$ cat src/rtl/stream_pkg.sv
// Shared definitions for the stream_* family of handshake blocks.
package stream_pkg;

  typedef enum logic {
    IDLE = 1'b0,
    BUSY = 1'b1
  } state_e;

endpackage

$ cat src/rtl/stream_narrow.sv
// Width converter: splits one WIDTH*RATIO-bit input word into RATIO beats of
// WIDTH bits, least-significant slice first, with valid/ready on both sides.
module stream_narrow
  import stream_pkg::*;
#(
  parameter int WIDTH = 8,
  parameter int RATIO = 4
) (
  input  logic                   clk,
  input  logic                   srst,
  input  logic                   i_valid,
  output logic                   o_ready,
  input  logic [WIDTH*RATIO-1:0] in,
  output logic                   o_valid,
  input  logic                   i_ready,
  output logic [WIDTH-1:0]       out,
  output logic                   o_last
);

  localparam int CW = (RATIO > 1) ? $clog2(RATIO) : 1;
  localparam logic [CW-1:0] LAST_IDX = CW'(RATIO - 1);

  typedef logic [RATIO-1:0][WIDTH-1:0] word_t;

  function automatic logic is_last_idx(input logic [CW-1:0] idx);
    return idx == LAST_IDX;
  endfunction

  state_e          state_p1;
  word_t           word_p1;
  logic [CW-1:0]   cnt_p1;
  logic [CW-1:0]   cnt_nxt;
  logic [WIDTH-1:0] out_p1;
  logic            last_p1;
  logic            in_hs;
  logic            out_hs;

  // A new word may enter while idle, or in the same cycle the last beat leaves.
  assign o_ready = !srst && (!o_valid || (i_ready && o_last));
  assign in_hs   = i_valid && o_ready;
  assign out_hs  = o_valid && i_ready;
  assign cnt_nxt = cnt_p1 + CW'(1);

  // ---- stage p1: held word, beat counter and registered outputs ----
  always_ff @(posedge clk) begin
    if (srst) begin
      state_p1 <= IDLE;
      word_p1  <= '0;
      cnt_p1   <= '0;
      out_p1   <= '0;
      last_p1  <= 1'b0;
    end else if (in_hs) begin
      state_p1 <= BUSY;
      word_p1  <= word_t'(in);
      cnt_p1   <= '0;
      out_p1   <= in[WIDTH-1:0];
      last_p1  <= is_last_idx('0);
    end else if (out_hs) begin
      if (last_p1) begin
        state_p1 <= IDLE;
        cnt_p1   <= '0;
        out_p1   <= '0;
        last_p1  <= 1'b0;
      end else begin
        cnt_p1  <= cnt_nxt;
        out_p1  <= word_p1[cnt_nxt];
        last_p1 <= is_last_idx(cnt_nxt);
      end
    end
  end

  assign o_valid = (state_p1 == BUSY);
  assign out     = out_p1;
  assign o_last  = last_p1;

endmodule

$ cat config.mk
export PLATFORM = sky130hd
export DESIGN_NAME = stream_narrow
export DESIGN_NICKNAME = d
export VERILOG_FILES = /design/src/rtl/stream_pkg.sv /design/src/rtl/stream_narrow.sv
export SDC_FILE = /design/constraint.sdc
export NUM_CORES = 1
export LEC_CHECK = 0
export ABC_AREA = 0
export CORE_MARGIN = 2
export CORE_UTILIZATION = 54
export DETAILED_ROUTE_END_ITERATION = 16
export PLACE_DENSITY = 0.84
export SLEW_MARGIN = 25
export SYNTH_ARGS = -nofsm -noshare
export SYNTH_HDL_FRONTEND = slang
export SYNTH_SLANG_ARGS = --single-unit
$ cat constraint.sdc
create_clock -name clk -period 3.9 [get_ports clk]
set_input_delay 0.78 -clock clk [delete_from_list [all_inputs] [get_ports clk]]
set_output_delay 0.78 -clock clk [all_outputs]
set_load 0.03 [all_outputs]
**Yosys cells after proc, flatten, opt, wreduce, memory -nomap -nowiden**

Index checks and enable logic that the tools add are counted.

- Flip-flop bits (word level): 44
- Output and inout bits: 11

- Equality and inequality tests: 1
- Multiplexer cells: 10
- Reductions and logical operators: 11
- $add $sub $neg: 1
- Magnitude comparators: 1

Operator list:

| operator | number |
|---|---|
| two-way mux 8 bit | 4 |
| binary-select mux 8 bit (select 2 bit) | 1 |
| logical AND 1 bit | 4 |
| two-way mux 1 bit | 4 |
| nonzero test 2 bit | 2 |
| < comparator 2 x 3 -> 1 bit, second input constant | 1 |
| adder 2 x 1 -> 2 bit, second input constant | 1 |
| == test 2 bit, second input constant | 1 |
| logical NOT 1 bit | 2 |
| two-way mux 2 bit | 1 |
| AND reduction 2 bit | 1 |
| OR reduction 2 bit | 1 |
| logical OR 1 bit | 1 |

**Longest topological paths before layout**

- Depth in word-level cells: 6
- Gate-level depth with buffers: 7

**Worst setup path after synthesis**

OpenSTA, ideal clock, no wires.

- Path kind: input port to output port
- Start point: input port srst
- End point: output port o_ready
- Stages: 3
- Arrival time: 1582 ps
- Data required time: 3120 ps
- Path buffers: 2
- Path slack: 1538 ps
- Cells stage by stage: buf_1 -> clkbuf_1 -> nor2_1

- Cells in the longest elaborated chain, start to end: 2

RTL lines:

| what | line | source |
|---|---|---|
| from (decl) | stream_narrow.sv:10 | `input logic srst,` |
| logical NOT 1 bit | stream_narrow.sv:39 | `assign o_ready = !srst && (!o_valid \|\| (i_ready && o_last));` |
| logical AND 1 bit | stream_narrow.sv:39 |  |
| to (decl) | stream_narrow.sv:12 | `output logic o_ready,` |

Every way passes these cells.

**Final worst setup path**

- Start point: input port i_ready
- End point: output port o_ready

- Cells in the longest elaborated chain, start to end: 3

RTL lines:

| what | line | source |
|---|---|---|
| from (decl) | stream_narrow.sv:15 | `input logic i_ready,` |
| logical AND 1 bit | stream_narrow.sv:39 |  |
| logical OR 1 bit | stream_narrow.sv:39 |  |
| logical AND 1 bit | stream_narrow.sv:39 |  |

Every way passes these cells.

==> qor_table.md <==
| Group | Result | Reported |
|---|---|---|
| timing | Fin Clk Skew | 0.00702 ns |
| yosys | Post-synth cell types | 32 |
| floorplan | Core Area | 3740 um^2 |
| floorplan | Initial core utilization | 57.5% |
| worst setup path | Worst path required time | 3.12 ns |
| yosys | Synth Register Bits | 44 |
| grt | Residual overflow from global routing | 0 |
| worst setup path | Cells traversed along the worst timing path | clkdlybuf4s50_1 -> a21boi_4 -> nor2_1 -> clkdlybuf4s50_1 |
| yosys | Number of enable-type register cells in the synthesized netlist | 0 |
| worst setup path | CP max stage cell | clkdlybuf4s50_1 |
| floorplan | Die area | 4500 um^2 |
| clock network | Clock H-tree levels | 2 |
| yosys | YS warnings | 0 |
| floorplan | Io pins | 47 |
| yosys | Post-synthesis sequential area ratio | 41.0% |
| run status | Run status | finished clean |
| worst setup path | Cell with the most instances on the worst path | clkdlybuf4s50_1 |
| clock network | Clock Latency Late Sink | 0.30 ns |
| clock network | Post-CTS setup buffers | 0 |
| routing | Metal2 WL | 2610 um |
| final layout | Antenna cell count | 0 |
| timing | Setup TNS | 0 ns |
| routing | Wire per inst | 16.1 um |
| routing | Uppermost metal layer occupied by signal nets | met4 |
| placement | Input/output buffers | 46 |
| placement | Last weighted congestion value of the routability-driven placer | 0.750 |
| grt | Wire length of the first global-routing pass | 8350 um |
| routing | 1st-iter DRT viols | 222 |
| clock network | Number of cells upsized or downsized after cts | 0 |
| timing | Unrepaired setup endpoints after global routing | false |
| routing | Total wire length | 5090 um |
| timing | Max-slew headroom at the worst pin | 52.1% |
| worst hold path | Type of the most critical hold path | flip-flop to flip-flop |
| pwr | Cell Int Power | 0.000708 W |
| grt | Number of global-route vias before repair | 1795 |
| yosys | Count of mapped cells out of synthesis | 233 |
| placement | DP Wirelength | 3320 um |
| timing | Highest Clock Rate | 316 MHz |
| yosys | Post-synthesis average cell area | 9.23 um^2 |
| pwr | Combinational share of power | 18.7% |
| timing | Hold Vio Cnt, Final | 0 |
| pwr | Worst ir drop on vdd | 0.000288 V |
| routing | Met3 WL post-DR | 298 um |
| final layout | FILL cells | 330 |
| worst setup path | Arrival time of the worst setup path | 2.39 ns |
| clock network | Cts bufs inserted | 5 |
| yosys | Fraction of synthesis flops using an asynchronous set or reset pin | 0% |
| worst setup path | Critical Path Start Type | input port |
| grt | GR Util All Layers | 24.7% |
| final layout | NumNets Final | 304 |
| yosys | Net count of the mapped netlist | 270 |
| clock network | Clock transition at the registers of the reported paths | 0.07 ns |
| worst setup path | Maximum net fanout on the critical path | 8 |
| pwr | Clock network fraction of total power | 30.4% |
| floorplan | Width of the chip | 67.1 um |
| clock network | Cts hold-fix bufs | 0 |
| pwr | Power density relative to cell area | 364 nW/um^2 |
| grt | Maximum number of pins on one net before global-route repair | 45 |
| grt | Antenna violations before repair | 0 |
| clock network | Clock tree from TritonCTS | built |
| worst setup path | Kind of end point of the critical path | output pin |
| clock network | Longest Clk Path Bufs | 2 |
| final layout | Post-route core utilization | 70.3% |
| floorplan | Height of the die | 67.1 um |
| timing | Fin crit share | 81.2% |
| final layout | Post-route insts no fill | 316 |
| final layout | Area overhead of the layout relative to synthesis | 22.3% |
| pwr | Portion of total power attributed to sequential cells | 51.0% |
| yosys | Syn Std Cell Area | 2150 um^2 |
| pwr | Power Total | 0.000958 W |
| placement | Placed Cells incl. Taps | 307 |
| routing | Per-cell via count in the routed design | 6.13 |
| worst setup path | Critical Path Max Stage Delay | 0.69 ns |
| pwr | Proportion of total power due to net switching | 26.1% |
| timing | Number of failing setup endpoints in the final timing report | 0 |
| floorplan | Row count | 22 |
| timing | Clock period minus worst slack | 3.17 ns |
| routing | Metal1 wirelength | 2130 um |
| final layout | Proportion of layout cells with a drive suffix above 1 | 13.8% |
| routing | Number of detailed-route iterations in the first pass | 5 |
| pwr | Switching power | 0.000251 W |
| final layout | Most common cell after layout, fill and taps aside | clkdlybuf4s50_1 |
| yosys | Commonest register cell after synthesis | dfxtp_1 |
| routing | Drc violations | 0 |
| flow run | Number of maximum-capacitance constraint violations | 0 |
| routing | Total via count in the routed design | 1936 |
| pwr | Cell leakage power | 0.960 nW |
| routing | Remaining number of nets flagged by the antenna check after routing | 0 |
| timing | Transition time at the pin with the least slew margin | 0.718 ns |
| clock network | Number of sinks on the clock net | 44 |
| worst setup path | Critical Setup Path Class | input port to output pin |
| final layout | Commonest cells after routing, fill and taps aside | clkdlybuf4s50_1 (46), dfxtp_1 (44), a21oi_1 (41) |
| timing | Number of max-slew violations in the final report | 0 |
| clock network | Clock Root Buffer | clkbuf_8 |
-- registers in the layout (all words and copies together), names as in the netlist --
register and flops:
o_last 1, out 8, word_p1 32, cnt_p1 2, o_valid 1
-- critical path: cells and delay by family --
kind                   cells  cell delay [ns]
AO/OA/AOI/OAI              1             0.09
buffers and inverters      2             1.36
AND/OR/NAND/NOR            1             0.15
-- through the flow --
stage | hold slack (ns) | setup WS (ns) | area [um^2]
finish | 0.479 | 0.735 | 2630
global placement | 0.461 | 0.768 | 2530
CTS | 0.477 | 0.735 | 2620
detailed placement | 0.465 | 0.749 | 2530
floorplan | 0.450 | 1.54 | 2150
global route | 0.502 | 0.704 | 2630
-- kinds of logic (layout without fill, tap and decap cells) --
kind of cell             Yosys count  in the layout  synth area share (%)
adder cells (fa/ha/maj)            1              1                 0.582
AND/OR/NAND/NOR                   44             44                  10.9
multiplexers                      24             24                  13.4
buffers and inverters             27             62                  8.55
AO/OA/AOI/OAI                     93             93                  25.6
flip-flops                        44             44                  41.0
-- layout make-up --
class / count / area, um^2 / share of cell area, %
Inverter: 3 / 11.3 / 0.428
Tap cell: 48 / 60.1 / 2.28
Timing Repair Buffer: 51 / 502 / 19.1
Multi-Input combinational cell: 162 / 1090 / 41.3
Sequential cell: 44 / 881 / 33.5
Clock buffer: 8 / 90.1 / 3.43
-- worst paths after layout --
path                    start     endpoint  slack, ns  cells past startpoint
hold reg to reg   word_p1[11]  word_p1[11]       0.48                      2
setup / recovery      i_ready      o_ready       0.73                      4
hold / removal    word_p1[11]  word_p1[11]       0.48                      2
setup reg to reg    cnt_p1[0]       out[4]       1.90                      5
-- Yosys cell counts (2+ instances only) --
| library cell | instances | area share, % |
|---|---|---|
| dfxtp_1 | 44 | 41 |
| a21oi_1 | 41 | 9.5 |
| nand3_1 | 32 | 7.4 |
| o21ai_1 | 26 | 6.0 |
| mux2_2 | 18 | 9.4 |
| buf_6 | 9 | 4.7 |
| a222oi_1 | 7 | 3.3 |
| a22oi_1 | 7 | 2.4 |
| clkbuf_1 | 6 | 1.0 |
| o21ai_0 | 6 | 1.4 |
| buf_2 | 5 | 1.2 |
| mux2_4 | 5 | 3.5 |
| inv_1 | 3 | 0.52 |
| nor2_1 | 3 | 0.52 |
| buf_4 | 2 | 0.70 |
| nand2_1 | 2 | 0.35 |
| nor3_1 | 2 | 0.47 |
-- per-layer routing --
metal | vias up | track usage (%)
met5 | - | 0
met4 | 0 | 8.42
met3 | 4 | 6.25
met2 | 60 | 39.2
met1 | 933 | 32.5
li1 | 939 | -
-- power by group through the flow --
stage	Clock, W	Sequential [W]	Combinational [W]
4_1_cts	0.000295	0.000488	0.000177
3_3_place_gp	0	0.000498	0.000173
2_1_floorplan	0	0.000507	0.000106
6_report	0.000291	0.000489	0.000179
5_1_grt	0.000315	0.000492	0.000194
3_5_place_dp	0	0.000499	0.000176
Note: power is estimated with default switching activity, not from simulation.
==> patch: new RTL, same flow settings <==
Reset style: asynchronous (`srst`), changed in one clocked block.
--- a/src/rtl/stream_narrow.sv
+++ b/src/rtl/stream_narrow.sv
@@ -42,7 +42,7 @@
   assign cnt_nxt = cnt_p1 + CW'(1);
 
   // ---- stage p1: held word, beat counter and registered outputs ----
-  always_ff @(posedge clk) begin
+  always_ff @(posedge clk or posedge srst) begin
     if (srst) begin
       state_p1 <= IDLE;
       word_p1  <= '0;
Behaviour: differs if srst is asserted again (counterexample within 4 cycles, from zero or initial values and one cycle with srst high); with srst held inactive, the same outputs for 10 cycles.
==> patch against the unedited design <==
Core utilization rose by 0.46 points. Critical path depth did not move. Hold slack improved by 0.014 ns. Design area fell by 3.0%. Setup slack improved by 0.077 ns. Sequential cell count did not move. Largest cell class is now flip-flops and latches. Wire length fell by 21%. Non-clock buffer count fell by 3. Synthesized area fell by 7.3%.
Power is not compared: it rests on default switching activity, and its combinational part moved more than twofold at a synthesized area within 25%.
==> patch: results (changes against the unedited design) <==
[sta]
whs_ns = 0.493  ; was 0.479 ns
slew_viol_final = 0  ; unchanged
finClkSkew_ns = 0.00592  ; was 0.00702 ns

[placed_design]
place.gp.congestion = 0.793  ; was 0.750
post-dp-hpwl_mm = 2.85  ; was 3.32 mm
place_area_um2 = 2450  ; was 2530 um2

[hold_path]
whs_path_depth = 1  ; was 2
min_to = word_p1[10]  ; was word_p1[11]
hold_start = word_p1[10]  ; was word_p1[11]

[global_route]
use_met2_pct = 34.9  ; was 39.2%
grt_pass1_wl_mm = 6.79  ; was 8.35 mm
grt_max_degree = 41  ; was 45
grtUsageTotal_pct = 21.9  ; was 24.7%

[detailed_routing]
wl_met1_mm = 1.70  ; was 2.13 mm
dr.pass1.iters = 4  ; was 5
wl_met2_mm = 2.00  ; was 2.61 mm
vias = 1329  ; was 1936
wl_met3_um = 216  ; was 298 um
wl_mm = 4.00  ; was 5.09 mm

[clocking]
postCtsSetupBuffers = 0  ; unchanged

[setup_path]
reg2reg_to = out[4]  ; unchanged
regToRegSetupSlack_ns = 1.72  ; was 1.90 ns
r2r_start = cnt_p1[0]  ; unchanged
cpPeakStageDelay_ns = 0.67  ; was 0.69 ns

[yosys]
synth_adder_area_share_pct = 0.628  ; was 0.582%
synth_cell_type_count = 23  ; was 32
synthTopCellsByArea = dfrtp_1, mux2_2, mux2i_1, a221o_1, o22ai_1  ; was dfxtp_1, a21oi_1, mux2_2, nand3_1, o21ai_1
synth_nets = 177  ; was 270
synthMuxAreaShare_pct = 27.1  ; was 13.4%
synth-compound-area-share_pct = 8.85  ; was 25.6%
seq_area_frac_synth_pct = 55.2  ; was 41.0%

[run_status]
status = completed  ; unchanged

[finish]
antenna_cells = 0  ; unchanged
fin_nets = 223  ; was 304
drive_above_1_share_pct = 21.6  ; was 13.8%

[power]
post-layout-total-power_uw = 2110

[patch: metrics by stage]
stage | instances | setup slack (ns) | util, %
after CTS | 233 | 0.808 | 70.7
after global placement | 227 | 0.846 | 68.0
after global routing | 233 | 0.737 | 70.7
after detailed placement | 227 | 0.814 | 68.0
final | 233 | 0.812 | 70.7
after floorplan | 140 | 1.67 | -
[patch: worst max path at each step]
stage / cells after the start / start / slack (ns) / end
2_1_floorplan: 3 / i_ready / 1.67 / o_ready
3_3_place_gp: 4 / i_ready / 0.85 / o_ready
3_5_place_dp: 4 / i_ready / 0.81 / o_ready
4_1_cts: 4 / i_ready / 0.81 / o_ready
5_1_grt: 4 / i_ready / 0.74 / o_ready
6_report: 4 / i_ready / 0.81 / o_ready
[patch: area by class of cell]
type | count | area share (%)
Timing Repair Buffer | 48 | 18.6
Multi-Input combinational cell | 85 | 31.6
Clock inverter | 1 | 1.18
Tap cell | 48 | 2.36
Clock buffer | 5 | 2.70
Sequential cell | 44 | 43.2
Inverter | 2 | 0.294
